`config.mk`:
```
export PLATFORM = sky130hd
export DESIGN_NAME = mouse_click_decoder_flat
export DESIGN_NICKNAME = d
export VERILOG_FILES = /design/src/rtl/mouse_ui_pkg.sv /design/src/rtl/mouse_click_decoder_if.sv /design/src/rtl/mouse_debounce.sv /design/src/rtl/mouse_click_decoder.sv /design/src/flat_wrapper.sv
export SDC_FILE = /design/constraint.sdc
export NUM_CORES = 1
export LEC_CHECK = 0
export CORE_MARGIN = 5
export CORE_UTILIZATION = 40
export CTS_BUF_LIST = sky130_fd_sc_hd__clkbuf_8 sky130_fd_sc_hd__clkbuf_16
export CTS_CLUSTER_DIAMETER = 100
export DETAILED_ROUTE_END_ITERATION = 8
export PLACE_DENSITY_LB_ADDON = 0.15
export SLEW_MARGIN = 0
export SYNTH_ARGS = -nofsm -noshare
export SYNTH_HDL_FRONTEND = slang
export SYNTH_SLANG_ARGS = --single-unit
```
`constraint.sdc`:
```
create_clock -name clk75MHz -period 2.36 [get_ports clk75MHz]
set_input_delay 0.472 -clock clk75MHz [delete_from_list [all_inputs] [get_ports clk75MHz]]
set_output_delay 0.472 -clock clk75MHz [all_outputs]
set_load 0.01 [all_outputs]
```
`src/rtl/mouse_ui_pkg.sv`:
```
`default_nettype none
// ============================================================================
// Module      : mouse_ui_pkg
// Description : Shared types and constants for the mouse click decoder:
//               button count, button rectangle geometry and click FSM states.
// Revision    : 1.0 - initial release
// ============================================================================
package mouse_ui_pkg;

  localparam int NUM_BTN = 4;

  typedef struct packed {
    logic [11:0] x0;
    logic [11:0] y0;
    logic [11:0] x1;
    logic [11:0] y1;
  } btn_rect_t;

  // Menu buttons share one column and are stacked downwards in 80-pixel steps.
  localparam btn_rect_t BTN_RECTS [NUM_BTN] = '{
    '{12'd100, 12'd200, 12'd299, 12'd259},
    '{12'd100, 12'd280, 12'd299, 12'd339},
    '{12'd100, 12'd360, 12'd299, 12'd419},
    '{12'd100, 12'd440, 12'd299, 12'd499}
  };

  typedef enum logic [1:0] {
    IDLE     = 2'd0,
    ARMED    = 2'd1,
    HELD_OUT = 2'd2
  } click_state_t;

endpackage
`default_nettype wire

```
`src/rtl/mouse_click_decoder_if.sv`:
```
`default_nettype none
// ============================================================================
// Module      : mouse_click_decoder_if
// Description : Bundle between the mouse front-end side (master) and the
//               click decoder (slave): raw position/button in, decoded out.
// Revision    : 1.0 - initial release
// ============================================================================
interface mouse_click_decoder_if;
  logic        left_in;
  logic [11:0] x_in;
  logic [11:0] y_in;
  logic [11:0] cursor_x;
  logic [11:0] cursor_y;
  logic        pressed;
  logic        hover_valid;
  logic [1:0]  hover_id;
  logic        click;
  logic [1:0]  click_id;

  modport master (
    output left_in, x_in, y_in,
    input  cursor_x, cursor_y, pressed, hover_valid, hover_id, click, click_id
  );

  modport slave (
    input  left_in, x_in, y_in,
    output cursor_x, cursor_y, pressed, hover_valid, hover_id, click, click_id
  );
endinterface
`default_nettype wire

```
`src/rtl/mouse_debounce.sv`:
```
`default_nettype none
// ============================================================================
// Module      : mouse_debounce
// Description : Two-flop synchroniser for the asynchronous button level
//               followed by a stable-count debouncer.
// Revision    : 1.0 - initial release
// ============================================================================
module mouse_debounce #(
  parameter int DEBOUNCE_CYCLES = 75000
) (
  input  wire logic clk75MHz,
  input  wire logic rst,
  input  wire logic left_in,
  output logic      pressed
);

  localparam int CNT_W = (DEBOUNCE_CYCLES > 1) ? $clog2(DEBOUNCE_CYCLES) : 1;
  localparam logic [CNT_W-1:0] C_CNT_LAST = CNT_W'(DEBOUNCE_CYCLES - 1);

  logic             r_sync1;
  logic             r_left_s;
  logic [CNT_W-1:0] r_cnt;
  logic             r_pressed;

  // Bring the button level into the pixel domain.
  always_ff @(posedge clk75MHz) begin
    if (rst) begin
      r_sync1  <= 1'b0;
      r_left_s <= 1'b0;
    end else begin
      r_sync1  <= left_in;
      r_left_s <= r_sync1;
    end
  end

  // Accept a new level only after it has differed for DEBOUNCE_CYCLES cycles in a row.
  always_ff @(posedge clk75MHz) begin
    if (rst) begin
      r_cnt     <= '0;
      r_pressed <= 1'b0;
    end else if (r_left_s == r_pressed) begin
      r_cnt <= '0;
    end else if (r_cnt == C_CNT_LAST) begin
      r_pressed <= r_left_s;
      r_cnt     <= '0;
    end else begin
      r_cnt <= r_cnt + 1'b1;
    end
  end

  assign pressed = r_pressed;

endmodule
`default_nettype wire

```
`src/rtl/mouse_click_decoder.sv`:
```
`default_nettype none
// ============================================================================
// Module      : mouse_click_decoder
// Description : Tear-filtered, clamped cursor position, button hover hit test
//               and press/release-on-same-button click detection.
// Revision    : 1.0 - initial release
// ============================================================================
module mouse_click_decoder
  import mouse_ui_pkg::*;
#(
  parameter int H_RES           = 1024,
  parameter int V_RES           = 768,
  parameter int DEBOUNCE_CYCLES = 75000
) (
  input  wire logic            clk75MHz,
  input  wire logic            rst,
  mouse_click_decoder_if.slave bus
);

  localparam logic [11:0] C_X_MAX = 12'(H_RES - 1);
  localparam logic [11:0] C_Y_MAX = 12'(V_RES - 1);

  logic         w_pressed;
  logic [11:0]  r_x_q;
  logic [11:0]  r_y_q;
  logic [11:0]  r_cursor_x;
  logic [11:0]  r_cursor_y;
  logic         w_hit;
  logic [1:0]   w_hit_id;
  logic         r_hover_valid;
  logic [1:0]   r_hover_id;
  click_state_t r_state;
  logic         r_pressed_d;
  logic [1:0]   r_armed_id;
  logic         r_click;
  logic [1:0]   r_click_id;
  logic         w_rise;
  logic         w_fall;

  mouse_debounce #(
    .DEBOUNCE_CYCLES (DEBOUNCE_CYCLES)
  ) u_debounce (
    .clk75MHz (clk75MHz),
    .rst      (rst),
    .left_in  (bus.left_in),
    .pressed  (w_pressed)
  );

  // Pass a position through only once it has been seen unchanged on two cycles.
  always_ff @(posedge clk75MHz) begin
    if (rst) begin
      r_x_q      <= '0;
      r_y_q      <= '0;
      r_cursor_x <= '0;
      r_cursor_y <= '0;
    end else begin
      r_x_q <= bus.x_in;
      r_y_q <= bus.y_in;
      if (bus.x_in == r_x_q && bus.y_in == r_y_q) begin
        r_cursor_x <= (r_x_q > C_X_MAX) ? C_X_MAX : r_x_q;
        r_cursor_y <= (r_y_q > C_Y_MAX) ? C_Y_MAX : r_y_q;
      end
    end
  end

  // Hit test; scanning downwards lets the lowest matching index win.
  always_comb begin
    w_hit    = 1'b0;
    w_hit_id = 2'd0;
    for (int i = NUM_BTN - 1; i >= 0; i--) begin
      if (r_cursor_x >= BTN_RECTS[i].x0 && r_cursor_x <= BTN_RECTS[i].x1 &&
          r_cursor_y >= BTN_RECTS[i].y0 && r_cursor_y <= BTN_RECTS[i].y1) begin
        w_hit    = 1'b1;
        w_hit_id = 2'(i);
      end
    end
  end

  // Register the hover result one cycle behind the cursor.
  always_ff @(posedge clk75MHz) begin
    if (rst) begin
      r_hover_valid <= 1'b0;
      r_hover_id    <= 2'd0;
    end else begin
      r_hover_valid <= w_hit;
      r_hover_id    <= w_hit_id;
    end
  end

  assign w_rise = w_pressed & ~r_pressed_d;
  assign w_fall = ~w_pressed & r_pressed_d;

  // Click FSM: a click needs press and release over the same button.
  always_ff @(posedge clk75MHz) begin
    if (rst) begin
      r_state     <= IDLE;
      r_pressed_d <= 1'b0;
      r_armed_id  <= 2'd0;
      r_click     <= 1'b0;
      r_click_id  <= 2'd0;
    end else begin
      r_pressed_d <= w_pressed;
      r_click     <= 1'b0;
      case (r_state)
        IDLE: begin
          if (w_rise) begin
            if (r_hover_valid) begin
              r_state    <= ARMED;
              r_armed_id <= r_hover_id;
            end else begin
              r_state <= HELD_OUT;
            end
          end
        end
        ARMED: begin
          if (w_fall) begin
            r_state <= IDLE;
            if (r_hover_valid && r_hover_id == r_armed_id) begin
              r_click    <= 1'b1;
              r_click_id <= r_armed_id;
            end
          end
        end
        HELD_OUT: begin
          if (w_fall) begin
            r_state <= IDLE;
          end
        end
        default: r_state <= IDLE;
      endcase
    end
  end

  assign bus.cursor_x    = r_cursor_x;
  assign bus.cursor_y    = r_cursor_y;
  assign bus.pressed     = w_pressed;
  assign bus.hover_valid = r_hover_valid;
  assign bus.hover_id    = r_hover_id;
  assign bus.click       = r_click;
  assign bus.click_id    = r_click_id;

endmodule
`default_nettype wire

```
`src/flat_wrapper.sv`:
```
// flat-port wrapper written by rule: the top's interface ports become plain ports
module mouse_click_decoder_flat import mouse_ui_pkg::*;
#(
  parameter int H_RES           = 1024,
  parameter int V_RES           = 768,
  parameter int DEBOUNCE_CYCLES = 75000
)
  (clk75MHz, rst, bus_left_in, bus_x_in, bus_y_in, bus_cursor_x, bus_cursor_y, bus_pressed, bus_hover_valid, bus_hover_id, bus_click, bus_click_id);
  mouse_click_decoder_if bus_i ();
  input  wire logic clk75MHz;
  input  wire logic rst;
  input wire logic [$bits(bus_i.left_in)-1:0] bus_left_in;
  input wire logic [$bits(bus_i.x_in)-1:0] bus_x_in;
  input wire logic [$bits(bus_i.y_in)-1:0] bus_y_in;
  output wire logic [$bits(bus_i.cursor_x)-1:0] bus_cursor_x;
  output wire logic [$bits(bus_i.cursor_y)-1:0] bus_cursor_y;
  output wire logic [$bits(bus_i.pressed)-1:0] bus_pressed;
  output wire logic [$bits(bus_i.hover_valid)-1:0] bus_hover_valid;
  output wire logic [$bits(bus_i.hover_id)-1:0] bus_hover_id;
  output wire logic [$bits(bus_i.click)-1:0] bus_click;
  output wire logic [$bits(bus_i.click_id)-1:0] bus_click_id;
  assign bus_i.left_in = bus_left_in;
  assign bus_i.x_in = bus_x_in;
  assign bus_i.y_in = bus_y_in;
  assign bus_cursor_x = bus_i.cursor_x;
  assign bus_cursor_y = bus_i.cursor_y;
  assign bus_pressed = bus_i.pressed;
  assign bus_hover_valid = bus_i.hover_valid;
  assign bus_hover_id = bus_i.hover_id;
  assign bus_click = bus_i.click;
  assign bus_click_id = bus_i.click_id;
  mouse_click_decoder #(.H_RES(H_RES), .V_RES(V_RES), .DEBOUNCE_CYCLES(DEBOUNCE_CYCLES)) u_core (.clk75MHz(clk75MHz), .rst(rst), .bus(bus_i));
endmodule
```
==> flow_summary.yaml, run 1 <==
global_route:
  grt_max_degree: 62
  grt-ovfl-total: 0
  grt_pass1_wl_um: 12000
  antenna_found_initial: 0
  track_usage_pct: 14.7
  grt_pass1_vias: 2631
detailed_routing:
  routed_wl_um: 7100
  first_pass_iters: 4
  ant_nets: 0
  viasPerCell: 4.96
  wl_per_cell_um: 12.9
  num_vias: 2735
  drc_errors: 0
  drt_iter0_drc: 87
power:
  p_leak_nw: 1.55
  vdd_ir_drop_max_mv: 0.314
  p_per_area_mw_per_mm2: 549
clock_tree:
  numClockSinks: 79
  path_clk_slew_ps: 80
  hold_buffers: 0
  htreeDepth: 3
  cts_resized: 0
  worstSkewPairLatency_ps: 340
  cts_tree: "yes"
  root_buffer: "clkbuf_8"
  post_cts_buffers: 0
  cts_inserted_buffers: 9
  cts_buffer_depth: 2
run_status:
  status: "complete, no violations"
timing:
  finalCriticalPeriod_ps: 2190
  fin_crit_sh_pct: 92.7
  finalMaxSlewViolations: 0
  setup_viol: 0
  clock.fmax_ghz: 0.457
  setup_tns_ps: 0
  finalWorstSetupSlack_ps: 173
  relSlewSlack_pct: 72.3
  tightest_slew_ps: 412
  rsz0062_at_grt: "no"
  fin_skew_ps: 9.18
  finalHoldViolations: 0
  timing.hold.ws_ps: 454
setup_path:
  crit_cells: 7
  r2r-start: "u_core.r_x_q[3]"
  slowest_delay_ps: 450
  worstSetupPathType: "in2reg"
  crit_start: "bus_x_in[4]"
  crit_chain: "clkdlybuf4s50_1, xor2_1, nor4_1, nand4_1, buf_4, or3_1, a21oi_1"
  rrSetupSlack_ps: 420
  crit_path_max_fanout: 15
  path_buf_inv: 2
  slowest_stage: "clkdlybuf4s50_1"
  critPathLaunchType: "input port"
  worstSetupEndpointType: "register"
  reg2reg_depth: 7
  cp-endpoint: "u_core.bus.cursor_x[0]"
  cp.required_ps: 2630
  r2r-end: "u_core.bus.cursor_x[0]"
  cp_top_family: "simple AND/OR/NAND/NOR gates"
  cp.arrival_ps: 2460
hold_path:
  hold_class: "reg2reg"
die:
  die_height_um: 102
  row_count: 33
  initial_core_util_pct: 41.0
  die_w_um: 102
  die_area_mm2: 0.0103
  core_area_mm2: 0.00818
  io_pins: 58
cells_and_area:
  seq_area_mm2: 0.00158
  fillers: 816
  nNetsFinal: 473
  area_delta_synth_final_pct: 27.5
  multi_input_area_mm2: 0.00166
  antenna_cells: 0
  fin_area_mm2: 0.00427
  layout-drive-gt1-share_pct: 7.40
  final_util_pct: 52.2
synthesis:
  yosysWarnings: 0
  synthFlopType: "dfxtp_1"
  synth_area_mm2: 0.00335
  synth_nets: 408
  yosysTopAreaCell: "dfxtp_1"
  synthArstFlopShare_pct: 0
  syn_area_per_cell_um2: 8.86
  synth-edff-count: 0
  synthTopCellsByArea: "dfxtp_1 47%, xor2_1 9.2%, nor2_1 5.9%"
  yosysTopAreaCellShare_pct: 47.2
  ys_seq_area_share_pct: 47.2
  ys_ff_latch: 79
  synth_cells: 378
  yosysUniqueCellTypes: 41
place:
  pre_cts_slack_ps: -218
  io_buffers: 57
  placed_cell_area_mm2: 0.00412
  place_congestion: 0.773
  dpl.hpwl_um: 5270
run:
  cap_viol_max_count: 0
==> metrics by stage <==
step / cells / power (mW)
floorplan: 378 / 1.48
global placement: 537 / 1.56
detailed placement: 537 / 1.56
CTS: 551 / 2.38
global route: 551 / 2.46
finish: 551 / 2.34
==> Yosys cell counts (all sizes together) (2+ instances only) <==
cell type	count
nand3	9
dfxtp	79
and3	2
xnor2	7
nor2	53
xor2	35
nor3	8
or3	21
mux2i	5
nor4	8
inv	7
a21oi	20
maj3	2
a211oi	2
nand2	14
or4	2
nor2b	27
clkbuf	14
ha	3
o31ai	2
nand4	7
nor3b	4
a22oi	2
buf	6
a211o	3
o21ai	24
==> placed cells by master (no fill, tap or decap), types with 3 or more instances in the layout <==
cell	Yosys	final
inv_1	7	8
nor3_1	8	8
clkdlybuf4s50_1	0	56
nor3b_1	4	4
o21ai_1	20	20
xor2_1	35	35
xnor2_1	7	7
nand2_1	14	14
nor4_1	7	7
a211o_1	3	3
dfxtp_1	79	79
nand3_1	9	9
nand4_1	7	7
ha_1	3	3
clkbuf_8	0	9
mux2i_1	5	5
o21ai_0	4	4
a21oi_1	20	20
nor2_1	53	53
nor2b_1	27	27
or3_1	21	21
buf_4	0	15
==> final cells by class <==
class	count	share of cell area, %
multi-input combinational	272	38.9
timing repair buffer	74	16.8
sequential	79	37.0
clock inverter	5	0.674
tap	105	3.08
clock buffer	9	2.90
inverter	7	0.615
==> routing by layer <==
metal / up-vias / track usage (%) / share of wire [%]
li1: 1431 / - / -
met1: 1244 / 19.1 / 48
met2: 54 / 23.2 / 46
met3: 6 / 4.82 / 4.6
met4: 0 / 4.50 / 1.4
met5: - / 0 / 0
==> worst min-delay path by stage <==
stage                               startpoint                         end  slack, ps  cells past startpoint
detailed placement   u_core.u_debounce.r_sync1  u_core.u_debounce.r_left_s        450                      1
floorplan            u_core.u_debounce.r_sync1  u_core.u_debounce.r_left_s        410                      1
global route         u_core.u_debounce.r_sync1  u_core.u_debounce.r_left_s        470                      1
finish               u_core.u_debounce.r_sync1  u_core.u_debounce.r_left_s        450                      1
global placement    u_core.u_debounce.r_cnt[0]  u_core.u_debounce.r_cnt[0]        440                      1
CTS                  u_core.u_debounce.r_sync1  u_core.u_debounce.r_left_s        460                      1
==> logic make-up after synthesis <==
kind of cell    after synthesis  share of synthesized area, %
mux                           5                          1.49
flops                        79                          47.2
compound gates               60                          10.5
buf+inv                      27                          3.21
fa+ha+maj                     5                          1.72
simple gates                160                          24.9
xor+xnor                     42                          11.0
==> state kept, by name (all words and copies together), names as in the netlist, 2 cells and up <==
| register | count |
|---|---|
| u_core.r_y_q | 12 |
| u_core.bus.click_id | 2 |
| u_core.r_x_q | 12 |
| u_core.bus.cursor_x | 12 |
| u_core.bus.cursor_y | 12 |
| u_core.r_state | 2 |
| u_core.u_debounce.r_cnt | 17 |
| u_core.r_armed_id | 2 |
| u_core.bus.hover_id | 2 |
==> power by group <==
group,leakage [nW],switching (mW),internal (mW),total [mW]
combinational,0.826,0.0697,0.0825,0.152
clock,0.0781,0.455,0.362,0.817
sequential,0.643,0.0172,1.36,1.37
total,1.55,0.542,1.80,2.34
Power figures use the tool's default switching activity.
==> run 2, diff against run 1 <==
Settings changed: SKIP_LAST_GASP set to 1.
==> results of run 2 <==
Same layout as run 1: the final DEF is identical, and so are final timing and power.
==> run 3, diff against run 2 <==
Settings changed: ABC_AREA set to 1, CTS_BUF_LIST sky130_fd_sc_hd__clkbuf_8 sky130_fd_sc_hd__clkbuf_16 to not set.
==> run 3 against run 2 <==
Register-to-register slack better by 350 ps. Die area is 14% higher. Sequential share of layout area down 3.9 points. Total power up 15%. Clock power rose by 38%. Largest power group unchanged. Critical path type is now reg2out. Highest routed layer unchanged. Combinational power rose by 18%.
==> flow_summary.yaml, run 3 <==
detailed_routing:
  route.met3.wl_um: 265
  routed_wl_um: 7790
  wl_per_cell_um: 10.3
  top_layer_used: "met4"
  route.met2.wl_um: 3750
  wl_met1_um: 3670
  num_vias: 3302
  first_pass_iters: 4
  drt_iter0_drc: 116
  ant_nets: 0
  drc_errors: 0
  viasPerCell: 4.34
timing:
  finalMaxSlewViolations: 0
  tightest_slew_ps: 609
  clock.fmax_ghz: 0.537
  rsz0062_at_grt: "no"
  setup_viol: 0
  setup_tns_ps: 0
  finalCriticalPeriod_ps: 1860
  relSlewSlack_pct: 59.3
  fin_skew_ps: 13.7
  finalHoldViolations: 0
  fin_crit_sh_pct: 78.9
cells_and_area:
  layout-drive-gt1-share_pct: 7.77
  regMostFlops: "u_core.u_debounce.r_cnt"
  antenna_cells: 0
  largest_reg_flops: 17
  mostFrequentLayoutCells: "127 x nand2_1, 123 x nor2_1, 92 x inv_1"
  final_common_cell: "nand2_1"
  nNetsFinal: 656
  instances_no_fill: 760
  area_delta_synth_final_pct: 23.8
  fillers: 962
setup_path:
  slowest_delay_ps: 590
  critPathLaunchType: "register"
  cp.required_ps: 1890
  cp_top_family: "buffers and inverters"
  path_buf_inv: 1
  worstSetupEndpointType: "primary output"
  crit_chain: "clkdlybuf4s50_1"
  crit_path_max_fanout: 6
  worstSetupPathType: "reg2out"
  cp.arrival_ps: 1390
  slowest_stage: "clkdlybuf4s50_1"
clock_tree:
  worstSkewPairLatency_ps: 350
  htreeDepth: 3
  hold_buffers: 0
  path_clk_slew_ps: 80
  post_cts_buffers: 0
  cts_resized: 0
  root_buffer: "clkbuf_8"
  numClockSinks: 79
  cts_inserted_buffers: 9
  cts_buffer_depth: 2
  cts_tree: "yes"
synthesis:
  ys_ff_latch: 79
  yosysMostFrequentCell: "nand2_1"
  yosysTopAreaCell: "dfxtp_1"
  synth_area_mm2: 0.00386
  yosysUniqueCellTypes: 33
  syn_area_per_cell_um2: 6.83
  yosys-top-cells-count: "127 x nand2_1, 123 x nor2_1, 92 x inv_1"
  ys_seq_area_share_pct: 41.0
  yosysTopAreaCellShare_pct: 41.0
  yosysWarnings: 0
  synthArstFlopShare_pct: 0
  synthTopCellsByArea: "dfxtp_1 41%, nand2_1 12%, nor2_1 12%"
  synth_cells: 565
  synth_nets: 595
  synth-edff-count: 0
  synthFlopType: "dfxtp_1"
global_route:
  grt_max_degree: 32
  track_usage_pct: 14.3
  grt_pass1_wl_um: 13600
  grt_pass1_vias: 3126
  antenna_found_initial: 0
  grt-ovfl-total: 0
die:
  row_count: 35
  die_height_um: 108
  core_area_mm2: 0.00933
  initial_core_util_pct: 41.3
  die_w_um: 108
  die_area_mm2: 0.0117
  io_pins: 58
power:
  p_leak_nw: 2.24
  vdd_ir_drop_max_mv: 0.430
  power_mw: 2.69
  p_per_area_mw_per_mm2: 563
hold_path:
  hold_class: "reg2reg"
place:
  dpl.hpwl_um: 6050
  place_congestion: 0.866
  placed_cells: 744
  io_buffers: 57
run:
  cap_viol_max_count: 0
run_status:
  status: "complete, no violations"
==> run 3: cell types whose count changed after synthesis, sizes merged, moves of 7 or more <==
cell / previous run / this run
nor2b: 27 / 0
or2: 1 / 9
inv: 7 / 96
or3: 21 / 0
xor2: 35 / 24
nor3: 8 / 16
o21ai: 24 / 11
clkbuf: 14 / 4
nor4: 8 / 1
nand3: 9 / 21
nor2: 53 / 128
nand2: 14 / 129
==> run 3: cells by family (layout without fill, tap and decap cells) <==
logic type,count (synthesis),count (layout),synth area share (%)
AO/OA/AOI/OAI,30,30,4.48
XOR/XNOR,27,27,6.13
adder cells (fa/ha/maj),3,3,0.973
buffers and inverters,107,173,11.3
flip-flops,79,79,41.0
AND/OR/NAND/NOR,319,319,36.1
==> run 3: path summary, 6_finish.rpt <==
kind	start	end	slack, ps	cells after the start
worst min-delay path	u_core.u_debounce.r_sync1	u_core.u_debounce.r_left_s	420	2
worst max-delay path	u_core.bus.cursor_y[3]	bus_cursor_y[3]	500	1
worst min register to register	u_core.u_debounce.r_sync1	u_core.u_debounce.r_left_s	420	2
worst max register to register	u_core.u_debounce.r_cnt[0]	u_core.u_debounce.r_cnt[16]	770	8
==> run 3: area by class of cell <==
class / count / area [um2] / share of cell area [%]
clock buffer: 11 / 151 / 3.17
multi-input combinational: 379 / 1840 / 38.5
timing repair buffer: 61 / 601 / 12.6
inverter: 96 / 360 / 7.55
clock inverter: 5 / 80.1 / 1.68
sequential: 79 / 1580 / 33.1
tap: 129 / 161 / 3.38
==> run 3: layer usage <==
metal  global-route usage [%]  vias up
met2                     24.6       41
met1                     17.6     1431
met3                     3.40       10
met4                     4.51        0
met5                        0        -
li1                         -     1820
==> run 3: power by group <==
group | total, mW | leakage [nW] | internal [mW] | switching [mW]
registers | 1.37 | 0.643 | 1.36 | 0.0160
logic | 0.179 | 1.48 | 0.0903 | 0.0891
clock network | 1.13 | 0.112 | 0.652 | 0.483
total | 2.69 | 2.24 | 2.10 | 0.588
==> run 3: stage by stage <==
step,utilization [%],hold WS (ps),instance area [um2],setup slack (ps)
global placement,48.7,410,4540,353
finish,51.2,419,4770,498
floorplan,-,388,3860,931
global route,51.2,442,4770,442
detailed placement,48.7,409,4540,295
CTS,51.2,422,4770,462
